[config.mk]
export PLATFORM = sky130hd
export DESIGN_NAME = vend_fsm_param
export DESIGN_NICKNAME = d
export VERILOG_FILES = /design/src/rtl/vend_pkg.sv /design/src/rtl/vend_price_lut.sv /design/src/rtl/vend_fsm_param.sv
export SDC_FILE = /design/constraint.sdc
export NUM_CORES = 1
export LEC_CHECK = 0
export BUFFER_PORTS_ARGS = -buffer_cell sky130_fd_sc_hd__buf_2
export CORE_ASPECT_RATIO = 1.75
export CORE_MARGIN = 5
export CORE_UTILIZATION = 50
export DETAILED_ROUTE_END_ITERATION = 6
export GPL_TIMING_DRIVEN = 0
export PLACE_DENSITY = 0.72
export SLEW_MARGIN = 25
export SYNTH_ARGS = -nofsm -noshare
export SYNTH_HDL_FRONTEND = slang
export SYNTH_SLANG_ARGS = --single-unit
export TNS_END_PERCENT = 20
[constraint.sdc]
create_clock -name clk -period 7.8 [get_ports clk]
set_input_delay 0.78 -clock clk [delete_from_list [all_inputs] [get_ports clk]]
set_output_delay 0.78 -clock clk [all_outputs]
set_load 0.02 [all_outputs]
[src/rtl/vend_pkg.sv]
// Shared definitions for the vending controller: state encoding and coin width.
package vend_pkg;

    typedef enum logic [1:0] {
        IDLE   = 2'd0,
        CREDIT = 2'd1,
        VEND   = 2'd2,
        CHANGE = 2'd3
    } state_e;

    localparam int COIN_W = 4;

endpackage

[src/rtl/vend_price_lut.sv]
// Combinational product price lookup with selector range check.
module vend_price_lut #(
    parameter int                   CW     = 8,
    parameter int                   N_PROD = 4,
    parameter int                   SEL_W  = 2,
    parameter logic [N_PROD*CW-1:0] PRICES = {8'd9, 8'd7, 8'd3, 8'd2}
) (
    input  logic [SEL_W-1:0] sel_id_i,
    output logic [CW-1:0]    price_o,
    output logic             in_range_o
);

    always_comb begin
        price_o    = '0;
        in_range_o = (int'(sel_id_i) < N_PROD);
        for (int i = 0; i < N_PROD; i++) begin
            if (int'(sel_id_i) == i) begin
                price_o = PRICES[i*CW +: CW];
            end
        end
    end

endmodule

[src/rtl/vend_fsm_param.sv]
// Vending controller: coin credit accumulation, product selection, dispense and
// change/refund hand-off to the hopper over a valid/ready handshake.
module vend_fsm_param
    import vend_pkg::*;
#(
    parameter int                   CW       = 8,
    parameter int                   N_PROD   = 4,
    parameter int                   SEL_W    = 2,
    parameter logic [N_PROD*CW-1:0] PRICES   = {8'd9, 8'd7, 8'd3, 8'd2},
    parameter logic [CW-1:0]        MAX_CRED = 8'd200
) (
    input  logic              clk,
    input  logic              rst,
    input  logic              coin_valid,
    input  logic [COIN_W-1:0] coin_value,
    input  logic              sel_valid,
    input  logic [SEL_W-1:0]  sel_id,
    input  logic              cancel,
    input  logic              change_ready,
    output logic [CW-1:0]     credit,
    output logic              coin_reject,
    output logic              dispense,
    output logic [SEL_W-1:0]  dispense_id,
    output logic              err_funds,
    output logic              err_sel,
    output logic              change_valid,
    output logic [CW-1:0]     change_amt,
    output logic              busy
);

    state_e           state_q, state_d;
    logic [CW-1:0]    credit_q, credit_d;
    logic [CW-1:0]    price_q, price_d;
    logic             coin_reject_q, coin_reject_d;
    logic             dispense_q, dispense_d;
    logic [SEL_W-1:0] dispense_id_q, dispense_id_d;
    logic             err_funds_q, err_funds_d;
    logic             err_sel_q, err_sel_d;
    logic             change_valid_q, change_valid_d;
    logic [CW-1:0]    change_amt_q, change_amt_d;
    logic             busy_q, busy_d;

    logic [CW-1:0]    lut_price;
    logic             lut_in_range;
    logic [CW:0]      coin_sum;
    logic             coin_ok;
    logic [CW-1:0]    remainder;

    vend_price_lut #(
        .CW     (CW),
        .N_PROD (N_PROD),
        .SEL_W  (SEL_W),
        .PRICES (PRICES)
    ) u_lut (
        .sel_id_i   (sel_id),
        .price_o    (lut_price),
        .in_range_o (lut_in_range)
    );

    // One extra bit on the sum so an overflowing coin is rejected rather than wrapping.
    assign coin_sum  = (CW+1)'(credit_q) + (CW+1)'(coin_value);
    assign coin_ok   = (coin_sum <= (CW+1)'(MAX_CRED));
    assign remainder = credit_q - price_q;

    always_comb begin
        state_d        = state_q;
        credit_d       = credit_q;
        price_d        = price_q;
        coin_reject_d  = 1'b0;
        dispense_d     = 1'b0;
        dispense_id_d  = '0;
        err_funds_d    = 1'b0;
        err_sel_d      = 1'b0;
        change_valid_d = change_valid_q;
        change_amt_d   = change_amt_q;

        case (state_q)
            IDLE, CREDIT: begin
                if (cancel && (state_q == CREDIT)) begin
                    state_d        = CHANGE;
                    change_valid_d = 1'b1;
                    change_amt_d   = credit_q;
                    coin_reject_d  = coin_valid;
                end else if (sel_valid) begin
                    coin_reject_d = coin_valid;
                    if (!lut_in_range) begin
                        err_sel_d = 1'b1;
                    end else if (credit_q < lut_price) begin
                        err_funds_d = 1'b1;
                    end else begin
                        state_d       = VEND;
                        price_d       = lut_price;
                        dispense_d    = 1'b1;
                        dispense_id_d = sel_id;
                    end
                end else if (cancel) begin
                    // Cancel with no credit does nothing, but still blocks a coin.
                    coin_reject_d = coin_valid;
                end else if (coin_valid) begin
                    if (coin_ok) begin
                        credit_d = coin_sum[CW-1:0];
                        if (coin_sum != '0) begin
                            state_d = CREDIT;
                        end
                    end else begin
                        coin_reject_d = 1'b1;
                    end
                end
            end
            VEND: begin
                coin_reject_d = coin_valid;
                credit_d      = remainder;
                if (remainder != '0) begin
                    state_d        = CHANGE;
                    change_valid_d = 1'b1;
                    change_amt_d   = remainder;
                end else begin
                    state_d = IDLE;
                end
            end
            CHANGE: begin
                coin_reject_d = coin_valid;
                if (change_ready) begin
                    state_d        = IDLE;
                    credit_d       = '0;
                    change_valid_d = 1'b0;
                    change_amt_d   = '0;
                end
            end
            default: begin
                state_d = IDLE;
            end
        endcase

        busy_d = (state_d == VEND) || (state_d == CHANGE);
    end

    always_ff @(posedge clk or posedge rst) begin
        if (rst) begin
            state_q        <= IDLE;
            credit_q       <= '0;
            price_q        <= '0;
            coin_reject_q  <= 1'b0;
            dispense_q     <= 1'b0;
            dispense_id_q  <= '0;
            err_funds_q    <= 1'b0;
            err_sel_q      <= 1'b0;
            change_valid_q <= 1'b0;
            change_amt_q   <= '0;
            busy_q         <= 1'b0;
        end else begin
            state_q        <= state_d;
            credit_q       <= credit_d;
            price_q        <= price_d;
            coin_reject_q  <= coin_reject_d;
            dispense_q     <= dispense_d;
            dispense_id_q  <= dispense_id_d;
            err_funds_q    <= err_funds_d;
            err_sel_q      <= err_sel_d;
            change_valid_q <= change_valid_d;
            change_amt_q   <= change_amt_d;
            busy_q         <= busy_d;
        end
    end

    assign credit       = credit_q;
    assign coin_reject  = coin_reject_q;
    assign dispense     = dispense_q;
    assign dispense_id  = dispense_id_q;
    assign err_funds    = err_funds_q;
    assign err_sel      = err_sel_q;
    assign change_valid = change_valid_q;
    assign change_amt   = change_amt_q;
    assign busy         = busy_q;

endmodule

# Yosys cells after proc, flatten, opt, wreduce, memory -nomap -nowiden
# Cells that the tools add are included.
totals:
  regBits: 33
  in_bits: 12
  output_inout_bits: 24
  wordCells: 89
op_classes:
  n_addsub: 2
  n_lt_le_gt_ge: 2
  eq_ne: 16
  n_mux: 46
  n_bitwise: 2
  reduce_logical: 11
op_table:
  columns: ["op", "n"]
  rows:
  - ["$mux 8", 8]
  - ["$pmux 8 s3", 2]
  - ["$mux 2", 15]
  - ["$mux 1", 16]
  - ["$ne 2x2->1 const B", 8]
  - ["$eq 2x2->1 const B", 6]
  - ["$add 8x4->9", 1]
  - ["$le 9x8->1 const B", 1]
  - ["$reduce_bool 9->1", 1]
  - ["$lt 8x8->1", 1]
  - ["$reduce_bool 8->1", 1]
  - ["$sub 8x8->8", 1]
  - ["$pmux 2 s3", 1]
  - ["$reduce_and 6->1", 1]
  - ["$eq 2x1->1 const B", 2]
  - ["$logic_not 2->1", 2]
  - ["$mux 4", 1]
  - ["$reduce_and 4->1", 1]
  - ["$reduce_or 2->1", 2]
  - ["$mux 3", 1]
  - ["$pmux 1 s3", 1]
  - ["$reduce_and 3->1", 1]
  - ["$not 1->1", 2]
  - ["$pmux 1 s2", 1]
  - ["other kinds (2)", 2]

# Depth between registers and ports, before layout
# Gate-level depths: netlist of run 1.
logic_depth:
  ltp_word: 12
  depth_mapped: 10
  mapped_depth_nobuf: 10

# Cells and area by module
# From an unflattened synthesis of run 1, not the netlist that was laid out.
hier_totals:
  cells_unflattened: 285
  area_unflattened_um2: 2585.0
modules_own_cells:
  columns: ["module", "n_inst", "cells_each", "area_per_inst_um2", "seq_area_each_um2"]
  rows:
  - ["vend_fsm_param", 1, 274, 2513.7, 850.8]
  - ["vend_price_lut", 1, 11, 71.3, 0.0]

# Worst setup path after synthesis of run 1
# No wires, ideal clock.
synth_timing:
  path_type: "input to register"
  from: "in coin_value[0]"
  to: "reg credit_q[1] (netlist: credit[1])"
  arrival_time_ns: 2.791
  t_required_ns: 7.675
  slack_ns: 4.884
  cell_stages: 10
  n_path_buf: 1
  path_cell_list: "ha_1 -> inv_1 -> fa_1 -> and2b_4 -> o21a_1 -> nor3_1 -> o32a_1 -> o21a_1 -> buf_6 -> mux2_4"
synth_via:
  elab_chain_cells: 7
  elab_cells_between_ends: 10
  classes_between: "add/sub (1); order compare (1); eq/ne (1); mux (6); reduce/logical (1)"
synth_lines:
  columns: ["item", "line", "rtl"]
  rows:
  - ["start, declared", "vend_fsm_param.sv:15", "input logic [COIN_W-1:0] coin_value,"]
  - ["$add 8x4->9 *", "vend_fsm_param.sv:61", "assign coin_sum = (CW+1)'(credit_q) + (CW+1)'(coin_value);"]
  - ["parallel branches: the longest is 6 deep, another holds $le 9x8->1", null, null]
  - ["end signal, assigned", "vend_fsm_param.sv:153", "credit_q <= credit_d;"]
  - ["end, declared", "vend_fsm_param.sv:32", "logic [CW-1:0] credit_q, credit_d;"]
# Every way passes the cells marked *. The select of a mux whose other input is x is not followed.
# A chain may end at the register's enable or synchronous reset.

# Worst setup path after layout of run 1
layout_timing:
  from: "in coin_value[0]"
  to: "reg credit_q[3] (netlist: credit[3])"
# The elaborated chain is that of the path after synthesis.

==> out/metrics.cfg, run 1 <==
[status]
status=complete, no violations

[timing]
rsz0062_at_grt=false
fin_skew_ns=0.00980
finalSetupTns_ns=0
fin_hold_ws_ns=0.483
min_period_ns=2.92
fin_crit_sh_pct=37.4
slew_headroom_pct=59.9
finalSetupViolCount=0
slew_viol_final=0
fmax_ghz=0.343
final_hold_viol_count=0
worstMarginPinSlew_ns=0.600

[power]
seqPwrFrac_pct=24.4
swShare_pct=47.8
net-switching-power_w=0.000493
total_power_w=0.00103
intPower_w=0.000539
clock_power_share_pct=12.0
irDropWorstVdd_uv=244
p_leak_nw=1.17
power_frac_comb_pct=63.5
p_per_area_nw_per_um2=431

[clock_tree]
post_cts_resized=0
cts_root_buf=clkbuf_8
clkTransAtPathRegs_ns=0.06
cts_setup_buffers=0
holdBufCountCts=0
cts_max_level=2
tritoncts=yes
cts.sinks=29
clockBufferDepth=2
numCtsBuffers=5
clk_latency_ns=0.28

[worst_hold_path]
whs_path_depth=1
hold_path_class=flop to flop

[place]
numPortBuffers=34
place.gp.congestion=0.931
hpwl_um=4160

[grt]
overflow=0
grt_pass1_wl_um=9200
grtUsageTotal_pct=21.2
antenna_found_initial=0
grt_max_degree=30
grt_pass1_vias=2092

[worst_setup_path]
slowest_delay_ns=0.41
critPathKind=input port to flop
worstSetupEndpointType=flop
startpoint_type=input port
r2r_cells=10
cp.depth=11
required_ns=7.97
arrival_ns=3.08
cp_num_buf_inv=3
crit_fanout=8
path_cells=buf_2, ha_1, inv_1, fa_1, and2b_4, o21ai_0, a21oi_1, o31ai_1, o21a_1, buf_6, mux2_4
crit_family=compound AO/OA/AOI/OAI gates
crit_slowest_cell=o31ai_1

[logic_synthesis]
yosysSeqAreaShare_pct=34.9
syn-instance-count=225
synth.avg_cell_area_um2=9.23
async_reset_ff_share_pct=100
synth_edf_count=0
ys.flop_type=dfrtp_1
yosysUniqueCellTypes=57
yosys_warnings=0
synth.ff_latch_count=29
syn_area_um2=2080
synth_fp_nets=250

[routing]
wl_per_cell_um=17.3
postRouteAntennaNets=0
drt_iter0_drc=67
vias=1925
drt_first_pass_iters=4
routed_via_density=6.11
post-route-drc-count=0
wirelength_um=5440

[floorplan]
die_h_um=95.3
ios=36
coreArea_um2=4070
core.rowCount=31
die_area_um2=5590
die_w_um=58.7
start_util_pct=51.0

[final_layout]
area_growth_pct=15.3
seq_area_um2=726
insertedDiodeCount=0
drive_above_1_share_pct=24.8
nets=291
multi_input_area_um2=1220
n_fill_cell=397

[job]
maxCapViolCount=0

==> routing by layer <==
layer,global-route usage [%],up-vias,part of all wire (%)
met3,3.39,29,5.1
met1,23.2,914,37
li1,-,904,-
met4,12.1,0,4.7
met5,0,-,0
met2,37.6,78,53
==> worst paths after layout <==
kind | from | end | slack (ns)
min in group asynchronous | rst | coin_reject$_DFF_PP0_ | 0.56
min reg2reg | price_q[3]$_DFFE_PP0P_ | price_q[3]$_DFFE_PP0P_ | 0.48
min | price_q[3]$_DFFE_PP0P_ | price_q[3]$_DFFE_PP0P_ | 0.48
max in group asynchronous | rst | dispense_id[1]$_DFF_PP0_ | 6.83
max | coin_value[0] | credit[3]$_DFFE_PP0P_ | 4.88
max reg2reg | credit[0]$_DFFE_PP0P_ | change_amt[1]$_DFFE_PP0P_ | 4.93
==> registers in the layout (all words and copies together), names as in the netlist <==
register	count
change_amt	8
price_q	4
dispense	1
change_valid	1
state_q	2
err_funds	1
dispense_id	2
busy	1
credit	8
coin_reject	1
==> per-stage QoR <==
step / util (%) / instance area, um^2 / setup WS [ns] / std cells
after floorplan: - / 2080 / 4.88 / 225
after global placement: 56.7 / 2310 / 4.66 / 308
after detailed placement: 56.7 / 2310 / 4.65 / 308
after CTS: 58.8 / 2390 / 4.91 / 315
after global routing: 58.8 / 2390 / 4.65 / 315
final: 58.8 / 2390 / 4.88 / 315
==> cell usage after synthesis, types with 2 or more instances <==
| cell | count | area (um^2) |
|---|---|---|
| nand3_1 | 9 | 45.0 |
| a211oi_1 | 3 | 22.5 |
| o31a_1 | 2 | 17.5 |
| and2_1 | 2 | 12.5 |
| fa_1 | 2 | 40.0 |
| nand2b_1 | 3 | 18.8 |
| nor2_1 | 8 | 30.0 |
| o21a_1 | 3 | 22.5 |
| dfrtp_1 | 29 | 726 |
| o211ai_1 | 4 | 30.0 |
| o31ai_1 | 3 | 22.5 |
| xnor2_1 | 4 | 35.0 |
| nand2_1 | 14 | 52.6 |
| and3_1 | 2 | 12.5 |
| buf_2 | 4 | 20.0 |
| a21o_1 | 3 | 22.5 |
| mux2_2 | 7 | 78.8 |
| a21oi_1 | 14 | 70.1 |
| mux2i_1 | 5 | 50.1 |
| o2111ai_1 | 3 | 26.3 |
| a21boi_0 | 2 | 15.0 |
| mux2_4 | 3 | 45.0 |
| o21ai_0 | 21 | 105 |
| xor2_1 | 2 | 17.5 |
| clkbuf_1 | 2 | 7.51 |
| inv_1 | 20 | 75.1 |
| nor3_1 | 7 | 35.0 |
| ha_1 | 11 | 138 |
| nand4_1 | 2 | 12.5 |
| nor4_1 | 2 | 12.5 |
| or2_2 | 3 | 18.8 |
==> power by group through the flow <==
| stage | Sequential [W] | Clock, W | Combinational, W |
|---|---|---|---|
| finish | 0.000252 | 0.000124 | 0.000655 |
| global route | 0.000260 | 0.000133 | 0.000722 |
| CTS | 0.000252 | 0.000125 | 0.000650 |
| detailed placement | 0.000254 | 0 | 0.000645 |
| global placement | 0.000252 | 0 | 0.000636 |
| floorplan | 0.000289 | 0 | 0.000443 |
==> cells by family after synthesis <==
group,after synthesis,synth area share [%]
compound gates,72,24.0
xor+xnor,6,2.53
fa+ha+maj,13,8.55
buf+inv,30,6.26
flops,29,34.9
mux,16,8.92
other cells,1,0.181
simple gates,58,14.6
==> worst register-to-register path: cells and delay by family, from the launching register on <==
kind                       cells  cell delay, ns
AOI/OAI and AO/OA              1            0.21
buffers and inverters          2            0.17
and+or+nand+nor                4            0.91
muxes                          1            0.39
DFF                            1            0.43
adders and majority gates      2            0.63
==> layout by cell type (no fill, tap or decap), types with 3 or more instances in the layout <==
cell type,synthesis,layout
o2111ai_1,3,3
xnor2_1,4,4
inv_1,20,19
or2_2,3,3
a21oi_1,14,14
clkbuf_8,0,6
clkbuf_1,2,3
a21o_1,3,3
mux2_2,7,7
a211oi_1,3,3
ha_1,11,11
nand2_1,14,14
buf_2,4,38
dfrtp_1,29,29
nor3_1,7,7
mux2i_1,5,5
o31ai_1,3,3
nor2_1,8,8
nand3_1,9,9
nand2b_1,3,3
mux2_4,3,3
o21ai_0,21,21
o211ai_1,4,4
o21a_1,3,3
==> layout make-up <==
type / instances / area share, %
buffer: 9 / 2.14
sequential: 29 / 30.3
clock buffer: 7 / 3.61
tap: 49 / 2.56
timing repair buffer: 34 / 7.11
multi-input combinational: 166 / 51.0
inverter: 21 / 3.29
(Power assumes the default switching activity.)
==> run 2: changes to the inputs <==
PLACE_DENSITY = 0.75   (was 0.72)
clock period = 2.4 ns   (was 7.8 ns; I/O delays follow)
==> out/metrics.cfg, run 2 (synthesis gave the netlist of run 1 again) <==
[status]
status=complete, but fails checks
violations=setup timing

[final_layout]
area_growth_pct=28.1
stdcell_count=330
utilization_pct=65.3
insertedDiodeCount=0
fin_area_um2=2660
nets=305
final_common_cell=buf_2
drive_above_1_share_pct=35.9
layout_common_cells=buf_2, dfrtp_1, o21ai_0

[worst_setup_path]
startpoint_type=flop
crit_fanout=8
arrival_ns=2.80
reg2reg_to=credit[1]$_DFFE_PP0P_
worstSetupEndpointType=flop
required_ns=2.58
r2r_setup_slack_ns=-0.22
reg2reg_from=credit[0]$_DFFE_PP0P_
critPathKind=flop to flop
r2r_cells=11

[floorplan]
start_util_pct=51.0
core.rowCount=31
die_area_um2=5590
die_w_um=58.7
ios=36
coreArea_um2=4070
die_h_um=95.3

[place]
hpwl_um=4300
numPortBuffers=34
placedCellCount=308
placed_area_um2=2370
place.gp.congestion=0.932

[power]
irDropWorstVdd_uv=752
seqPwrFrac_pct=22.5
p_leak_nw=1.26
power_frac_comb_pct=67.1
net-switching-power_w=0.00180
total_power_w=0.00375
intPower_w=0.00196
clock_power_share_pct=10.4
p_per_area_nw_per_um2=1410
swShare_pct=47.9

[timing]
fin_skew_ns=0.00510
finalSetupTns_ns=-2.56
finalSetupViolCount=17
fmax_ghz=0.381
worst_slack_ns=-0.224
fin_crit_sh_pct=109
final_hold_viol_count=0
rsz0062_at_grt=true
slew_viol_final=0
worstMarginPinSlew_ns=0.592
min_period_ns=2.62
slew_headroom_pct=60.1

[grt]
grt_max_degree=30
grt_pass1_vias=2027
grtUsageTotal_pct=23.0
antenna_found_initial=0
grt_pass1_wl_um=9600
overflow=0

[clock_tree]
numCtsBuffers=5
tritoncts=yes
clk_latency_ns=0.29
cts_root_buf=clkbuf_8
cts.sinks=29
clkTransAtPathRegs_ns=0.06
cts_max_level=2
clockBufferDepth=2

[routing]
drt_first_pass_iters=4
vias=1988
postRouteAntennaNets=0
wirelength_um=6020
post-route-drc-count=0
routed_via_density=6.02
wl_per_cell_um=18.2
drt_iter0_drc=49

[worst_hold_path]
hold_path_class=input port to async pin

[job]
maxCapViolCount=0

==> run 2: cell count changes in the layout (fill, tap and decap cells not counted), moves of 3 or more <==
cell     delta
buf_4      +12
inv_2       +3
mux2_2      -7
mux2_4      +8
inv_1       -3
o31ai_1     -3
==> run 2: layer usage <==
| metal | share of wire (%) | GRT usage, % | wire (um) | vias up |
|---|---|---|---|---|
| met4 | 4.1 | 14.2 | 247 | 0 |
| li1 | - | - | - | 935 |
| met5 | 0 | 0 | 0 | - |
| met1 | 37 | 23.9 | 2220 | 969 |
| met3 | 3.4 | 2.85 | 206 | 21 |
| met2 | 56 | 42.1 | 3350 | 63 |
==> run 2: what timing repair did <==
action                                  4_1_cts  5_1_grt
buffers inserted                              5        8
cloned                                        1        0
gates resized for setup                      11        8
endpoints found under the setup margin       18       21
hold buffers                                  0        0
pin swaps                                    10       13
==> run 2: power groups by stage <==
stage | logic, W | registers, W | clock network, W
finish | 0.00252 | 0.000843 | 0.000390
global route | 0.00273 | 0.000867 | 0.000416
CTS | 0.00238 | 0.000840 | 0.000394
detailed placement | 0.00220 | 0.000848 | 0
global placement | 0.00215 | 0.000837 | 0
floorplan | 0.00155 | 0.000950 | 0
==> run 2: area by class of cell <==
cell class	count	area (um^2)
Inverter	21	78.8
Clock buffer	6	72.6
Timing Repair Buffer	47	272
Tap cell	49	61.3
Sequential cell	29	728
Fill cell	394	1410
Buffer	9	51.3
Multi-Input combinational cell	167	1390
Clock inverter	2	10.0
==> run 2: critical path, cell delays in order (launching register included) <==
cell and delay, ns:
dfrtp_2 0.42, buf_6 0.13, ha_4 0.16, inv_2 0.05
fa_2 0.19, and2b_4 0.21, o31a_1 0.34, xnor2_2 0.25
nand3_2 0.11, o21a_1 0.21, buf_6 0.14, mux2_4 0.29
==> run 2: per-stage QoR <==
| step | hold WS [ns] | setup WS (ns) |
|---|---|---|
| 2_1_floorplan | 0.318 | -0.0979 |
| 3_3_place_gp | 0.463 | -0.273 |
| 3_5_place_dp | 0.476 | -0.313 |
| 4_1_cts | 0.199 | -0.230 |
| 5_1_grt | 0.0852 | -0.286 |
| 6_report | 0.0194 | -0.224 |
==> run 2: worst max path at each step <==
stage | slack (ns) | cells after the start | start | endpoint
floorplan | -0.1 | 10 | credit[0]$_DFFE_PP0P_ | change_amt[0]$_DFFE_PP0P_
global placement | -0.27 | 10 | credit[0]$_DFFE_PP0P_ | change_amt[2]$_DFFE_PP0P_
detailed placement | -0.31 | 10 | credit[0]$_DFFE_PP0P_ | change_amt[3]$_DFFE_PP0P_
CTS | -0.23 | 10 | credit[0]$_DFFE_PP0P_ | change_amt[3]$_DFFE_PP0P_
global route | -0.29 | 11 | credit[0]$_DFFE_PP0P_ | credit[3]$_DFFE_PP0P_
finish | -0.22 | 11 | credit[0]$_DFFE_PP0P_ | credit[1]$_DFFE_PP0P_
